**config.mk**
```make
export PLATFORM = sky130hd
export DESIGN_NAME = lcd_controller
export DESIGN_NICKNAME = d
export VERILOG_FILES = /design/src/rtl/lcd_controller.sv
export SDC_FILE = /design/constraint.sdc
export NUM_CORES = 1
export LEC_CHECK = 0
export BUFFER_PORTS_ARGS = -buffer_cell sky130_fd_sc_hd__buf_2
export CAP_MARGIN = 10
export CORE_MARGIN = 2
export CORE_UTILIZATION = 50
export CTS_CLUSTER_DIAMETER = 40
export DETAILED_ROUTE_END_ITERATION = 8
export PLACE_DENSITY_LB_ADDON = 0.1
export SYNTH_ARGS = -nofsm -noshare
export SYNTH_HDL_FRONTEND = slang
export SYNTH_SLANG_ARGS = --single-unit
export TNS_END_PERCENT = 5
```
**constraint.sdc**
```tcl
create_clock -name clk -period 5.8 [get_ports clk]
set_clock_uncertainty 0.1 [all_clocks]
set_input_delay 0 -clock clk [delete_from_list [all_inputs] [get_ports clk]]
set_output_delay 0 -clock clk [all_outputs]
set_load 0.1 [all_outputs]
```
**src/rtl/lcd_controller.sv**
```systemverilog
// LCD power-on/configuration sequencer and command front end.
// After reset it waits for the panel supply, drives the four-bit wake-up
// nibbles directly on the LCD pins, issues the four configuration words
// through the instruction FSM, and then accepts user commands one at a time.
module lcd_controller #(
  parameter int T_POWERUP = 750000,
  parameter int T_INIT1   = 205000,
  parameter int T_INIT2   = 5000,
  parameter int T_SHORT   = 2000,
  parameter int T_E_HIGH  = 12,
  parameter int T_CLEAR   = 82000
) (
  input  logic       clk,
  input  logic       reset,
  input  logic       cmd_valid,
  input  logic [9:0] cmd_data,
  output logic       cmd_ready,
  output logic       init_done,
  output logic [9:0] instr_data,
  output logic       instr_enable,
  input  logic       instr_done,
  output logic       init_active,
  output logic [3:0] init_nibble,
  output logic       init_lcd_e
);

  typedef enum logic [2:0] {
    PWR_WAIT, INIT_NIB, INIT_WAIT, CFG_ISSUE, CFG_WAIT, IDLE, CMD_WAIT, LONG_DELAY
  } state_t;

  // Terminal counts: a wait of N cycles ends when the counter reads N-1.
  // INIT_NIB spans 2 setup cycles plus the E-high window.
  localparam logic [19:0] TC_PWR   = 20'(T_POWERUP - 1);
  localparam logic [19:0] TC_NIB   = 20'(T_E_HIGH + 1);
  localparam logic [19:0] TC_INIT1 = 20'(T_INIT1 - 1);
  localparam logic [19:0] TC_INIT2 = 20'(T_INIT2 - 1);
  localparam logic [19:0] TC_SHORT = 20'(T_SHORT - 1);
  localparam logic [19:0] TC_CLEAR = 20'(T_CLEAR - 1);

  state_t      state, state_next;
  logic [19:0] cnt, cnt_next;
  logic [1:0]  nib_idx, nib_idx_next;
  logic [1:0]  cfg_idx, cfg_idx_next;

  logic       cmd_ready_next, init_done_next, instr_enable_next;
  logic       init_active_next, init_lcd_e_next;
  logic [9:0] instr_data_next;
  logic [3:0] init_nibble_next;

  logic done_ok;
  logic long_cmd;
  logic accept;

  function automatic logic [3:0] nib_value(input logic [1:0] idx);
    return (idx == 2'd3) ? 4'h2 : 4'h3;
  endfunction

  function automatic logic [19:0] nib_wait_tc(input logic [1:0] idx);
    case (idx)
      2'd0:    return TC_INIT1;
      2'd1:    return TC_INIT2;
      default: return TC_SHORT;
    endcase
  endfunction

  function automatic logic [9:0] cfg_word(input logic [1:0] idx);
    case (idx)
      2'd0:    return 10'h028;
      2'd1:    return 10'h006;
      2'd2:    return 10'h00C;
      default: return 10'h001;
    endcase
  endfunction

  // A completion in the same cycle as the enable pulse is stale and ignored.
  assign done_ok  = instr_done && !instr_enable;
  // Clear display / return home need the extra settling delay (RW is a don't-care).
  assign long_cmd = !instr_data[9] && (instr_data[7:2] == 6'd0) && (instr_data[1:0] != 2'd0);
  assign accept   = (state == IDLE) && cmd_valid && cmd_ready;

  // State, delay counter and sequence indices.
  always_ff @(posedge clk or negedge reset) begin
    if (!reset) begin
      state   <= PWR_WAIT;
      cnt     <= '0;
      nib_idx <= '0;
      cfg_idx <= '0;
    end else begin
      state   <= state_next;
      cnt     <= cnt_next;
      nib_idx <= nib_idx_next;
      cfg_idx <= cfg_idx_next;
    end
  end

  // Next-state logic; the counter restarts on every state change.
  always_comb begin
    state_next   = state;
    nib_idx_next = nib_idx;
    cfg_idx_next = cfg_idx;
    case (state)
      PWR_WAIT:
        if (cnt == TC_PWR) begin
          state_next   = INIT_NIB;
          nib_idx_next = 2'd0;
        end
      INIT_NIB:
        if (cnt == TC_NIB) state_next = INIT_WAIT;
      INIT_WAIT:
        if (cnt == nib_wait_tc(nib_idx)) begin
          if (nib_idx == 2'd3) begin
            state_next   = CFG_ISSUE;
            cfg_idx_next = 2'd0;
          end else begin
            state_next   = INIT_NIB;
            nib_idx_next = nib_idx + 2'd1;
          end
        end
      CFG_ISSUE:
        state_next = CFG_WAIT;
      CFG_WAIT:
        if (done_ok) begin
          if (cfg_idx == 2'd3) begin
            state_next = LONG_DELAY;
          end else begin
            state_next   = CFG_ISSUE;
            cfg_idx_next = cfg_idx + 2'd1;
          end
        end
      IDLE:
        if (accept) state_next = CMD_WAIT;
      CMD_WAIT:
        if (done_ok) state_next = long_cmd ? LONG_DELAY : IDLE;
      LONG_DELAY:
        if (cnt == TC_CLEAR) state_next = IDLE;
      default:
        state_next = PWR_WAIT;
    endcase
    cnt_next = (state_next != state) ? 20'd0 : cnt + 20'd1;
  end

  // Output decode from the upcoming state so every output is a flop aligned with its state.
  always_comb begin
    cmd_ready_next    = (state_next == IDLE);
    init_done_next    = init_done || (state_next == IDLE);
    init_active_next  = (state_next == PWR_WAIT) || (state_next == INIT_NIB) ||
                        (state_next == INIT_WAIT);
    init_nibble_next  = ((state_next == INIT_NIB) || (state_next == INIT_WAIT)) ?
                        nib_value(nib_idx_next) : 4'h0;
    init_lcd_e_next   = (state_next == INIT_NIB) && (cnt_next >= 20'd2);
    instr_enable_next = (state_next == CFG_ISSUE) || accept;
    instr_data_next   = instr_data;
    if (state_next == CFG_ISSUE) begin
      instr_data_next = cfg_word(cfg_idx_next);
    end else if (accept) begin
      instr_data_next = cmd_data;
    end
  end

  // Output registers.
  always_ff @(posedge clk or negedge reset) begin
    if (!reset) begin
      cmd_ready    <= 1'b0;
      init_done    <= 1'b0;
      instr_enable <= 1'b0;
      instr_data   <= 10'h000;
      init_active  <= 1'b1;
      init_nibble  <= 4'h0;
      init_lcd_e   <= 1'b0;
    end else begin
      cmd_ready    <= cmd_ready_next;
      init_done    <= init_done_next;
      instr_enable <= instr_enable_next;
      instr_data   <= instr_data_next;
      init_active  <= init_active_next;
      init_nibble  <= init_nibble_next;
      init_lcd_e   <= init_lcd_e_next;
    end
  end

endmodule
```
==> reports/qor.csv <==
metric,value,unit
Total GRT Usage,22.1,%
Remaining DRCs,0,
Pleak,1.33,nW
average routed wire per standard cell,14.9,um
first-pass GRT wire length,10900,um
Netlist cell types,62,
pre-CTS WS,2660,ps
Antenna Cells,0,
Hold Startpoint,cmd_valid,
global route overflow,0,
Pwr per Cell Area,183,mW/mm^2
Reg2Reg Capture Point,instr_data[0]$_DFFE_PN0P_,
Core ar.,0.00520,mm^2
Final Hold Violating Endpoints,0,
Area growth syn-to-layout,12.1,%
RSZ-0062 raised after global routing,no,
IO Pins,33,
number of antenna-violating nets in the routed design,0,
"Avg Cell Area, Syn",8.56,um^2
Post-synth EDFFs,0,
Worst-Margin Slew,958,ps
Root Driver,clkbuf_8,
DR WL met2,2760,um
CTS buffer count,5,
share of cells above drive strength 1,13.9,%
GP Congestion,0.897,
status,"finished, final reports clean",
end of the worst hold path,state[0]$_DFF_PN0_,
Synth area leaders,"dfrtp_1 39%, nor2_1 5.2%, nand2_1 4.8%",
largest net degree at the start of global routing,45,
clk sink count,44,
overall routed net length,6200,um
largest stage delay on the critical path,640,ps
full die area,0.00609,mm^2
hpwl dp,4400,um
placed cell area,0.00286,mm^2
Max Slew Vio Count,0,
max_slew headroom,36.1,%
Setup crit start kind,flop,
Site Rows,26,
reg2reg start,cnt[3]$_DFF_PN0_,
drt pass-1 iters,5,
H-Tree Depth,2,
VDD IR max,113,uV
post-route cell area,0.00307,mm^2
R2R Setup Slk,2620,ps
Hold/Removal Path Class,in -> reg,
Post-synth top cells,"43 x dfrtp_1, 38 x nor2_1, 35 x nand2_1, 20 x nand3_1, 15 x inv_1",
clock buffer depth,2,
vias in the first global route,2228,
worst-path fanout max,13,
slowest cell on the critical path,or4_4,
ys async rst share,100,%
final period demand of the worst path,3180,ps
final net count,364,
IO Port Bufs,30,
CP Buf/Inv Count,0,
WL met1,3070,um
Yosys top cell area share,39.3,%
starting density of the core,52.6,%
uppermost routed layer,met4,
Hold Path Stages,5,
met3 wire len,283,um
length in cells of the worst reg-to-reg path,7,
synthesized flop and latch total,44,
fmax,314,MHz
Synth Instances,320,
setup TNS,0,ps
Crit path max-delay family,simple AND/OR/NAND/NOR gates,
fin crit share,54.8,%
antenna violations before repair,0,
worst path cell trace,or4_1 -> a21oi_1 -> o2111ai_1 -> or4_4 -> a221o_1 -> nand2_2 -> o221ai_2,
first-iteration detailed-routing DRC count,212,
Final setup viols,0,
sequential fraction of the synthesis area,40.2,%
CP Capture Type,flop,
CTS tree,yes,
later-pin clock latency in the skew report,300,ps
"Reg clk slew, reported paths",90,ps
die span in y,78.0,um
setup ws final,2620,ps
Via-to-Cell Ratio,5.76,
synth warn,0,
critical path class,reg -> reg,
Post-Syn Area,0.00274,mm^2
most frequent cell after synthesis,dfrtp_1,
Required @ worst endpoint,5880,ps
dominant cell type by area after synthesis,dfrtp_1,
"Top FF cell, synth",dfrtp_1,
x dimension of the die,78.0,um
total of max-cap violations,0,
arrival time worst endpoint,3260,ps
Via Count,2389,
layout by cell type, fill, tap and decap left out, types with 2 or more instances in the layout:
master,count
dlygate4sd3_1,11
a22oi_1,2
clkbuf_8,5
a21oi_1,8
or3_1,4
o311ai_0,2
conb_1,2
buf_2,30
ha_1,6
and4_1,2
nand2_1,35
a221oi_1,2
dfrtp_1,43
nand4_1,6
nor4_1,10
nor2b_1,4
inv_1,15
or4_1,2
a211oi_1,2
nand3_1,20
o221ai_2,3
and3_1,8
o21ai_0,6
nor3b_1,2
nor3_1,10
nor2_1,38
and2_1,4
a21boi_0,5
xnor2_1,14
a31oi_1,4
xor2_1,7
timing repair:
item | CTS | global route
hold endpoints to repair | 53 | 0
hold buffers | 11 | 0
resized for setup | 0 | 0
buffers inserted | 0 | 0
endpoints found under the setup margin | 0 | 0
logic make-up (layout without fill, tap and decap cells):
kind of cell | count (synthesis) | in the layout | synth area share, %
DFF | 44 | 44 | 40.2
and+or+nand+nor | 154 | 154 | 28.2
buffers and inverters | 41 | 65 | 6.94
xor gates and xnor gates | 21 | 21 | 6.71
muxes | 1 | 1 | 0.365
adders and majority gates | 6 | 6 | 2.74
other | 1 | 2 | 0.137
AOI/OAI and AO/OA | 52 | 52 | 14.7
worst max path at each step:
stage | to | slack, ps | startpoint | cells after the start
floorplan | instr_data[5]$_DFFE_PN0P_ | 2970 | instr_data[3]$_DFFE_PN0P_ | 8
global placement | instr_data[0]$_DFFE_PN0P_ | 2720 | cnt[3]$_DFF_PN0_ | 7
detailed placement | instr_data[0]$_DFFE_PN0P_ | 2660 | cnt[3]$_DFF_PN0_ | 7
CTS | instr_data[1]$_DFFE_PN0P_ | 2660 | cnt[3]$_DFF_PN0_ | 7
global route | instr_data[2]$_DFFE_PN0P_ | 2480 | cnt[3]$_DFF_PN0_ | 7
finish | instr_data[0]$_DFFE_PN0P_ | 2620 | cnt[3]$_DFF_PN0_ | 7
worst min-delay path, stage by stage:
cell	delay, ps
buf_2	100
and3_1	170
nand2_1	70
a22oi_1	100
a21oi_2	170
layer usage:
layer / vias up / global-route usage (%)
met5: - / 0
met4: 0 / 4.91
met3: 10 / 3.10
met2: 59 / 33.8
met1: 1148 / 33.6
li1: 1172 / -
power breakdown:
group | total (mW) | internal (mW) | switching (mW)
sequential | 0.306 | 0.306 | 0
clock | 0.234 | 0.128 | 0.106
combinational | 0.0222 | 0.00819 | 0.0140
total | 0.562 | 0.443 | 0.120
layout make-up:
type                       count  area (um^2)
fill                         494         2130
multi-input combinational    236         1450
sequential                    44         1100
timing repair buffer          42          268
tap                           70         87.6
clock buffer                   6         72.6
inverter                      15         56.3
clock inverter                 2         35.0
registers in the layout, indices dropped and copies added, names as in the netlist:
name,count
init_active,1
cnt,20
cmd_ready,1
init_lcd_e,1
init_done,1
init_nibble,2
instr_data,10
cfg_idx,2
instr_enable,1
nib_idx,2
state,3
through the flow:
step / total power [mW] / util (%) / std cells / hold slack, ps
6_report: 0.562 / 59.0 / 415 / 255
5_1_grt: 0.582 / 59.0 / 415 / 277
4_1_cts: 0.569 / 59.0 / 415 / 246
3_5_place_dp: 0.329 / 54.9 / 396 / 120
3_3_place_gp: 0.329 / 54.9 / 396 / 113
2_1_floorplan: 0.320 / - / 321 / -396
Note: power is estimated with default switching activity, not from simulation.
